--- src/rtl/pipe_reg_slice.sv ---
// Cascade of two-entry skid-buffer slices on a valid/ready stream.
// All readys and the output side come straight from flops.
module pipe_reg_slice #(
   parameter  int p_width  = 32,
   parameter  int p_stages = 2,
   localparam int p_cnt_w  = $clog2(2*p_stages+1)
) (
   input  logic               i_clk,
   input  logic               i_rst,
   input  logic               i_flush,
   input  logic               i_valid,
   output logic               o_ready,
   input  logic [p_width-1:0] i_data,
   output logic               o_valid,
   input  logic               i_ready,
   output logic [p_width-1:0] o_data,
   output logic [p_cnt_w-1:0] o_count
);

   logic [p_stages-1:0] main_v_q, main_v_d;
   logic [p_stages-1:0] skid_v_q, skid_v_d;
   logic [p_width-1:0]  main_q [p_stages];
   logic [p_width-1:0]  main_d [p_stages];
   logic [p_width-1:0]  skid_q [p_stages];
   logic [p_width-1:0]  skid_d [p_stages];

   logic [p_stages-1:0] up_v;
   logic [p_stages-1:0] dn_rdy;
   logic [p_width-1:0]  up_d [p_stages];

   logic [p_cnt_w-1:0]  cnt_q, cnt_d;
   logic                in_xfer;
   logic                out_xfer;

   // Slice k is fed by slice k-1's main entry; its ready is k+1's skid-free flag
   always_comb begin
      up_v   = '0;
      dn_rdy = '0;
      for (int k = 0; k < p_stages; k++) begin
         up_d[k] = '0;
      end
      up_v[0]            = i_valid;
      up_d[0]            = i_data;
      dn_rdy[p_stages-1] = i_ready;
      for (int k = 1; k < p_stages; k++) begin
         up_v[k]     = main_v_q[k-1];
         up_d[k]     = main_q[k-1];
         dn_rdy[k-1] = ~skid_v_q[k];
      end
   end

   always_comb begin
      main_v_d = main_v_q;
      skid_v_d = skid_v_q;
      for (int k = 0; k < p_stages; k++) begin
         main_d[k] = main_q[k];
         skid_d[k] = skid_q[k];
      end
      for (int k = 0; k < p_stages; k++) begin
         if (skid_v_q[k]) begin
            if (dn_rdy[k]) begin
               main_d[k]   = skid_q[k];
               skid_v_d[k] = 1'b0;
            end
         end else if (up_v[k]) begin
            if (main_v_q[k] && !dn_rdy[k]) begin
               skid_d[k]   = up_d[k];
               skid_v_d[k] = 1'b1;
            end else begin
               main_d[k]   = up_d[k];
               main_v_d[k] = 1'b1;
            end
         end else if (dn_rdy[k]) begin
            main_v_d[k] = 1'b0;
         end
      end
      // Flush drops occupancy only; payload registers keep stale data
      if (i_flush) begin
         main_v_d = '0;
         skid_v_d = '0;
      end
   end

   assign in_xfer  = i_valid & ~skid_v_q[0];
   assign out_xfer = main_v_q[p_stages-1] & i_ready;

   always_comb begin
      cnt_d = cnt_q;
      if (i_flush) begin
         cnt_d = '0;
      end else if (in_xfer && !out_xfer) begin
         cnt_d = cnt_q + p_cnt_w'(1);
      end else if (!in_xfer && out_xfer) begin
         cnt_d = cnt_q - p_cnt_w'(1);
      end
   end

   always_ff @(posedge i_clk) begin
      if (i_rst) begin
         main_v_q <= '0;
         skid_v_q <= '0;
         cnt_q    <= '0;
         for (int k = 0; k < p_stages; k++) begin
            main_q[k] <= '0;
            skid_q[k] <= '0;
         end
      end else begin
         main_v_q <= main_v_d;
         skid_v_q <= skid_v_d;
         cnt_q    <= cnt_d;
         for (int k = 0; k < p_stages; k++) begin
            main_q[k] <= main_d[k];
            skid_q[k] <= skid_d[k];
         end
      end
   end

   assign o_ready = ~skid_v_q[0];
   assign o_valid = main_v_q[p_stages-1];
   assign o_data  = main_q[p_stages-1];
   assign o_count = cnt_q;

endmodule

--- config.mk ---
export PLATFORM = sky130hd
export DESIGN_NAME = pipe_reg_slice
export DESIGN_NICKNAME = d
export VERILOG_FILES = /design/src/rtl/pipe_reg_slice.sv
export SDC_FILE = /design/constraint.sdc
export NUM_CORES = 1
export LEC_CHECK = 0
export BUFFER_PORTS_ARGS = -buffer_cell sky130_fd_sc_hd__clkbuf_2
export CAP_MARGIN = 20
export CELL_PAD_IN_SITES_DETAIL_PLACEMENT = 0
export CELL_PAD_IN_SITES_GLOBAL_PLACEMENT = 1
export CORE_MARGIN = 8
export CORE_UTILIZATION = 40
export DETAILED_ROUTE_END_ITERATION = 10
export GPL_TIMING_DRIVEN = 0
export MAX_ROUTING_LAYER = met4
export PLACE_DENSITY = 0.86
export SLEW_MARGIN = 10
export SYNTH_ARGS = -nofsm -noshare
export SYNTH_HDL_FRONTEND = slang
export SYNTH_SLANG_ARGS = --single-unit
export TNS_END_PERCENT = 30
--- constraint.sdc ---
create_clock -name i_clk -period 1.8 [get_ports i_clk]
set_input_delay 0.36 -clock i_clk [delete_from_list [all_inputs] [get_ports i_clk]]
set_output_delay 0.36 -clock i_clk [all_outputs]
set_load 0.05 [all_outputs]
======== Word level (Yosys, flattened, before mapping) ========
Memories as Yosys holds them, arrays and structs flattened.
Cells that the tools add are included.
operators by class
  $add $sub $neg .......................... 2
  multipliers ............................. 0
  divide/modulo/power cells ............... 0
  magnitude comparators ................... 0
  equal/unequal tests ..................... 3
  shift operators ......................... 0
  muxes and demuxes ....................... 37
  bitwise gates (word level) .............. 8
  reduce and logical (&&, ||, !) cells .... 12
operators by type and width
  cell                                                                 number
  32-bit two-way mux                                                   18
  1-bit two-way mux                                                    17
  3-bit two-way mux                                                    2
  2-bit != test (second input constant)                                3
  3-bit AND reduction                                                  2
  1-bit logical AND                                                    4
  1-bit bitwise OR                                                     4
  2-bit nonzero test                                                   2
  3-bit by 1-bit adder with 3-bit output (second input constant)       1
  1-bit zero test                                                      3
  3-bit by 1-bit subtractor with 3-bit output (second input constant)  1
  1-bit AND                                                            2
  1-bit NOT                                                            2
  2-bit OR reduction                                                   1
storage, ports and cells
  register bits ........................... 7
  bits in latches ......................... 0
  bits in writable memories ............... 128
  memory bits (read-only) ................. 0
  bits of input ports ..................... 37
  output and inout port bits .............. 37
  logic and storage cells ................. 68
  memories ................................ 2
memories
  memory  words  width  read ports  clocked after memory_dff  write ports  line  RTL
  main_q  2      32     2           0                         2            22    logic [p_width-1:0] main_q [p_stages];
  skid_q  2      32     2           0                         2            24    logic [p_width-1:0] skid_q [p_stages];

======== Depth between registers and ports, before layout ========
Gate-level depths: netlist of the first run.
  word-level depth ........................ 6
  depth in mapped cells ................... 8
  gate-level depth less buffers ........... 7

======== Worst setup path after synthesis of the first run ========
No wires, ideal clock.
  kind .................................... register to register
  start ................................... register skid_v_q[0]
  end ..................................... register cnt_q[2], in the netlist o_count[2]
  setup time .............................. 70 ps
  arrival time ............................ 1794 ps
  data required time ...................... 1730 ps
  path slack .............................. -64 ps
  stages on the path, launching flop included .. 9
  buffers on the path ..................... 1
  period minus slack after synthesis ...... 1864 ps
  cells stage by stage .................... dfxtp_1 -> buf_2 -> nor2b_1 -> ha_1 -> inv_1 -> fa_1 -> xor2_1 -> or3_1 -> a21oi_1
between the ends
  word-level cells in the longest chain between the ends .. 5
  elaborated cells on any way between the ends .. 7
  those cells by class .................... 1 x mux; 2 x bitwise; 4 x reduce/logical
ends and longest elaborated chain
  what                                 line  RTL
  start: declaration                   21    logic [p_stages-1:0] skid_v_q, skid_v_d;
  start signal: assignment             109   skid_v_q <= skid_v_d;
  1-bit NOT (no source line) (*)       n/a
  1-bit AND (*)                        84    assign in_xfer = i_valid & ~skid_v_q[0];
  1-bit zero test                      93    end else if (!in_xfer && out_xfer) begin
  1-bit logical AND                    93
  2-bit nonzero test (no source line)  n/a
  end signal: assignment               110   cnt_q <= cnt_d;
  end: declaration                     31    logic [p_cnt_w-1:0] cnt_q, cnt_d;
Every way passes the cells marked *; elsewhere a longest branch is shown, timed or not.
A chain may end at the register's enable or synchronous reset.

======== Worst setup path in the final report of the first run ========
Ends and elaborated chain as after synthesis.

==> impl_metrics.yaml, run 1 <==
worst_setup_path:
  crit_chain: "buf_6 -> nor2b_4 -> ha_4 -> inv_1 -> fa_1 -> xor2_1 -> or3_1 -> a21oi_1"
  cp.required_ns: 2.14
  slowest_delay_ns: 0.36
  start_kind: "register"
  crit_slowest_cell: "fa_1"
  crit_type: "register to register"
  end_kind: "register"
  cp_top_family: "adder cells"
  worstPathMaxFanout: 4
  cp.buffers_inverters: 2
  crit_arrival_ns: 2.14
grt:
  first_global_vias: 4825
  antenna_found_initial: 0
  grt_overflow: 0
  grt_max_degree: 17
  track_usage_pct: 16.11
  grt_pass1_wl_um: 24410
sta:
  finalCritPeriodShare_pct: 99.66
  slew_headroom_pct: 47.37
  fin_skew_ns: 0.005205
  grt_setup_unrepaired: "yes"
  whs_ns: 0.1775
  setup_violations: 0
  worst_pin_slew_ns: 0.7895
  final-max-slew-violation-count: 0
  finalHoldViolations: 0
  setup_tns_ns: 0
  max_freq_mhz: 557.4
  finalCriticalPeriod_ns: 1.794
cells_and_area:
  syn2layout_area_growth_pct: 19.78
  final_cells: 942
  drive_above_1_share_pct: 30.24
  fin_nets: 782
  antenna_cells: 0
place:
  gp_congestion: 0.7979
  port-buffer-count: 73
  dpl.hpwl_um: 10440
  placed_cells: 909
synthesis:
  syn_area_per_cell_sq_um: 9.320
  synth_commonest_cells: "135 x dfxtp_1, 132 x a21oi_1, 130 x nand2_1, 65 x mux2i_1, 60 x a211oi_2"
  seq_area_frac_synth_pct: 44.75
  yosysMostFrequentCell: "dfxtp_1"
  async_reset_ff_share_pct: 0
  synth.top_cell.area_share_pct: 44.75
  yosys_warnings: 0
  synth.cell_area_sq_um: 6040
  netlist_instances: 648
  synth_edf_count: 0
  ys_ff_latch: 135
  synthTopCellsByArea: "dfxtp_1 45%, a211oi_2 12%, a21oi_1 11%, mux2i_1 11%, nand2_1 8.1%"
  synth_nets: 687
  ys.flop_type: "dfxtp_1"
  synth.distinct_cells: 30
  yosysTopAreaCell: "dfxtp_1"
clock_tree:
  cts_tree: "done"
  numCtsBuffers: 17
  clk_latency_ns: 0.42
  clk_pin_slew_ns: 0.06
  ctsHoldBuffers: 0
  cts_buffer_depth: 2
  htree_levels: 4
  cts.sinks: 135
  root_buffer: "clkbuf_16"
routing:
  drt_wl_total_um: 14890
  drtIter0Drc: 323
  viasPerCell: 5.027
  num_vias: 4735
  final_antenna_net_count: 0
  drc_errors: 0
  detail_route.first_pass.iterations: 5
  wl_per_cell_um: 15.80
die:
  dieArea_sq_um: 19290
  rows: 45
  die_w_um: 138.9
  die_h_um: 138.9
  core_area_sq_um: 14980
  initial_core_util_pct: 40.33
  ioPinCount: 74
pwr:
  ir_drop_uv: 525.6
  leakage_nw: 2.560
  p_per_area_nw_per_um2: 974.4
flow_run:
  maxCapViolCount: 0
run_status:
  status: "completed"
hold_path:
  min_path_type: "primary input to register"
## worst min-delay path: stages
cell and delay, ns:
clkbuf_2 0.09, nand2_1 0.05, a21oi_1 0.05
## logic make-up (layout without fill, tap and decap cells)
group / Yosys count / after routing / share of synthesized area, %
fa+ha+maj: 2 / 2 / 0.5386
simple gates: 147 / 147 / 9.882
buf+inv: 96 / 202 / 9.406
xor+xnor: 2 / 2 / 0.2901
mux: 65 / 65 / 10.77
flops: 135 / 135 / 44.75
compound gates: 201 / 201 / 24.36
## final timing paths
kind,end,slack [ns],startpoint,depth (start not counted)
setup / recovery,o_count[2]$_SDFFE_PP0P_,0.006,skid_v_q[0]$_SDFF_PP0_,8
hold reg to reg,skid_q[0][48]$_SDFFE_PP0P_,0.45,skid_q[0][48]$_SDFFE_PP0P_,2
setup reg to reg,o_count[2]$_SDFFE_PP0P_,0.006,skid_v_q[0]$_SDFF_PP0_,8
hold / removal,skid_q[0][6]$_SDFFE_PP0P_,0.18,i_data[6],3
## final cells by class
type	count	area, sq um
clock buffer	26	489.2
tap	188	235.2
sequential	135	2705
clock inverter	4	45.04
multi-input combinational	417	2793
timing repair buffer	76	387.9
fill	1457	7742
inverter	3	11.26
buffer	93	568.0
## routing by layer
layer,wire (um),global-route usage (%),vias to the layer above
met3,688,3.580,18
met4,238,5.719,0
met5,0,-,-
li1,-,-,2413
met1,6772,19.09,2201
met2,7187,26.48,103
## per-stage QoR
step | area [sq um] | total power [mW] | utilization, % | worst slack (ns)
CTS | 7232 | 7.097 | 48.29 | 0.003243
global placement | 6653 | 3.915 | 44.42 | -0.1440
global route | 7234 | 7.281 | 48.30 | -0.09990
floorplan | 6052 | 3.725 | - | 0.004362
finish | 7234 | 7.049 | 48.30 | 0.006033
detailed placement | 6653 | 3.919 | 44.42 | -0.1676
## where the power goes
group	switching [mW]	total [mW]	internal (mW)	leakage, nW
clock network	1.20	3.19	1.99	0.264
logic	0.449	0.711	0.262	1.19
registers	0.0682	3.15	3.08	1.10
total	1.72	7.05	5.33	2.56
## layout by cell type (no fill, tap or decap), types with 4 or more instances in the layout
master / n
buf_4: 37
clkbuf_2: 76
buf_2: 16
nor2_1: 5
dfxtp_1: 133
a211oi_1: 4
buf_6: 9
clkbuf_16: 17
a21oi_1: 132
clkbuf_1: 37
nand2_1: 130
mux2i_1: 65
a211oi_2: 60
## registers in the layout (all words and copies together), names as in the netlist
signal    count
main_q       64
main_v_q      2
o_count       3
skid_q       64
skid_v_q      2
## what timing repair did
action | CTS | global route
endpoints found under the hold margin | 0 | 0
pin swaps | 2 | 0
gates resized for setup | 5 | 4
setup endpoints to repair | 31 | 23
setup buffers | 3 | 0
Power figures use the tool's default switching activity.
==> run 2, diff against run 1 <==
REMOVE_ABC_BUFFERS = 1   (was default)
==> run 2 against run 1 <==
  * Global-route usage is 1.6 points higher
  * Worst setup slack better by 0.025 ns
  * Wire length is 9.3% higher
  * Die area stayed put
  * Combinational power is 6.2% lower
  * Power is 8.3% higher
  * Hold slack worse by 0.0078 ns
  * Clock power is 20% higher
  * Cell area is 0.29% higher
==> impl_metrics.yaml, run 2 (synthesis results as in run 1) <==
run_status:
  status: "completed"
worst_setup_path:
  cp_top_family: "simple AND/OR/NAND/NOR gates"
  crit_type: "register to register"
  cp.required_ns: 2.16
  crit_arrival_ns: 2.12
  crit_slowest_cell: "dfxtp_4"
  slowest_delay_ns: 0.37
  crit_chain: "nor2b_4 -> ha_4 -> inv_2 -> fa_2 -> xor2_1 -> or3_1 -> a21oi_1"
  end_kind: "register"
  worstPathMaxFanout: 6
  start_kind: "register"
  cp.buffers_inverters: 1
grt:
  use_met3_pct: 4.337
  grt_pass1_wl_um: 25990
  track_usage_pct: 17.66
  antenna_found_initial: 0
  grt_overflow: 0
  grt_max_degree: 74
  grt_use_met1_pct: 20.80
  met2_usage_pct: 28.74
  gr-max-usage-layer: "met2"
  first_global_vias: 4831
cells_and_area:
  fin_nets: 718
  final_cell_mix: "132 x a21oi_1, 132 x dfxtp_1, 129 x nand2_1"
  syn2layout_area_growth_pct: 20.14
  antenna_cells: 0
  drive_above_1_share_pct: 31.07
pwr:
  power_frac_seq_pct: 41.3
  leakage_nw: 2.444
  p_per_area_nw_per_um2: 1052
  ir_drop_uv: 651.7
  switching_share_pct: 24.41
  clock_power_share_pct: 50.0
  p_int_mw: 5.768
  combPwrFrac_pct: 8.7
  p_switching_mw: 1.863
routing:
  final_antenna_net_count: 0
  drt_wl_total_um: 16280
  drtIter0Drc: 250
  wl_per_cell_um: 18.49
  detail_route.first_pass.iterations: 5
  num_vias: 4683
  drc_errors: 0
  viasPerCell: 5.322
clock_tree:
  cts_tree: "done"
  htree_levels: 4
  cts_buffer_depth: 2
  clk_pin_slew_ns: 0.06
  root_buffer: "clkbuf_16"
  numCtsBuffers: 17
  cts.sinks: 135
  clk_latency_ns: 0.42
sta:
  grt_setup_unrepaired: "yes"
  slew_headroom_pct: 59.64
  max_freq_mhz: 565.4
  finalCritPeriodShare_pct: 98.25
  worst_pin_slew_ns: 0.6038
  setup_tns_ns: 0
  finalHoldViolations: 0
  final-max-slew-violation-count: 0
  fin_skew_ns: 0.006256
  whs_ns: 0.1696
  setup_violations: 0
  finalCriticalPeriod_ns: 1.769
place:
  gp_congestion: 0.7224
  dpl.hpwl_um: 9529
  port-buffer-count: 73
die:
  initial_core_util_pct: 40.33
  core_area_sq_um: 14980
  die_h_um: 138.9
  dieArea_sq_um: 19290
  ioPinCount: 74
  die_w_um: 138.9
  rows: 45
hold_path:
  min_path_type: "primary input to register"
flow_run:
  maxCapViolCount: 0
## run 2: what timing repair did
action / in CTS / in global routing
setup buffers: 10 / 7
pin swaps: 18 / 5
endpoints found under the setup margin: 132 / 70
gates cloned: 4 / 0
hold buffers: 0 / 0
gates resized for setup: 13 / 5
## run 2: power by group through the flow
stage / Clock, mW / Combinational [mW] / Sequential (mW)
floorplan: 0 / 0.264 / 3.34
global placement: 0 / 0.605 / 3.21
detailed placement: 0 / 0.637 / 3.21
CTS: 3.88 / 0.665 / 3.15
global route: 4.00 / 0.715 / 3.16
finish: 3.82 / 0.667 / 3.15
## run 2: worst paths after layout
check / endpoint / from / depth (start not counted) / slack, ns
max: o_count[2]$_SDFFE_PP0P_ / skid_v_q[0]$_SDFF_PP0_ / 7 / 0.03
min: skid_q[0][20]$_SDFFE_PP0P_ / i_data[20] / 3 / 0.17
max reg2reg: o_count[2]$_SDFFE_PP0P_ / skid_v_q[0]$_SDFF_PP0_ / 7 / 0.03
min reg2reg: skid_q[0][27]$_SDFFE_PP0P_ / skid_q[0][27]$_SDFFE_PP0P_ / 2 / 0.45
## run 2: worst min-delay path: stages
cell and delay (ns):
clkbuf_2 0.09, nand2_1 0.05, a21oi_1 0.05
## run 2: cell type report
class / count / area, sq um
multi-input combinational: 420 / 2893
clock inverter: 15 / 229.0
fill: 1382 / 7721
inverter: 3 / 11.26
tap: 188 / 235.2
clock buffer: 17 / 425.4
timing repair buffer: 102 / 750.7
sequential: 135 / 2711
## run 2: per-stage QoR
step                      power [mW]  util (%)  instance area, sq um  setup slack [ns]  instances
after floorplan                3.602         -                  5483            -1.991        555
after global placement         3.813     40.62                  6083            -4.216        816
after detailed placement       3.852     42.51                  6367            -1.165        828
after CTS                      7.698     48.13                  7208          -0.04403        874
after global routing           7.877     48.45                  7256          -0.01432        880
final                          7.631     48.45                  7256           0.03147        880
## run 2: per-layer routing
| metal | vias to the layer above | part of all wire [%] |
|---|---|---|
| met5 | - | 0 |
| met4 | 0 | 1.3 |
| met3 | 17 | 5.5 |
| met2 | 114 | 47 |
| met1 | 2257 | 46 |
| li1 | 2295 | - |
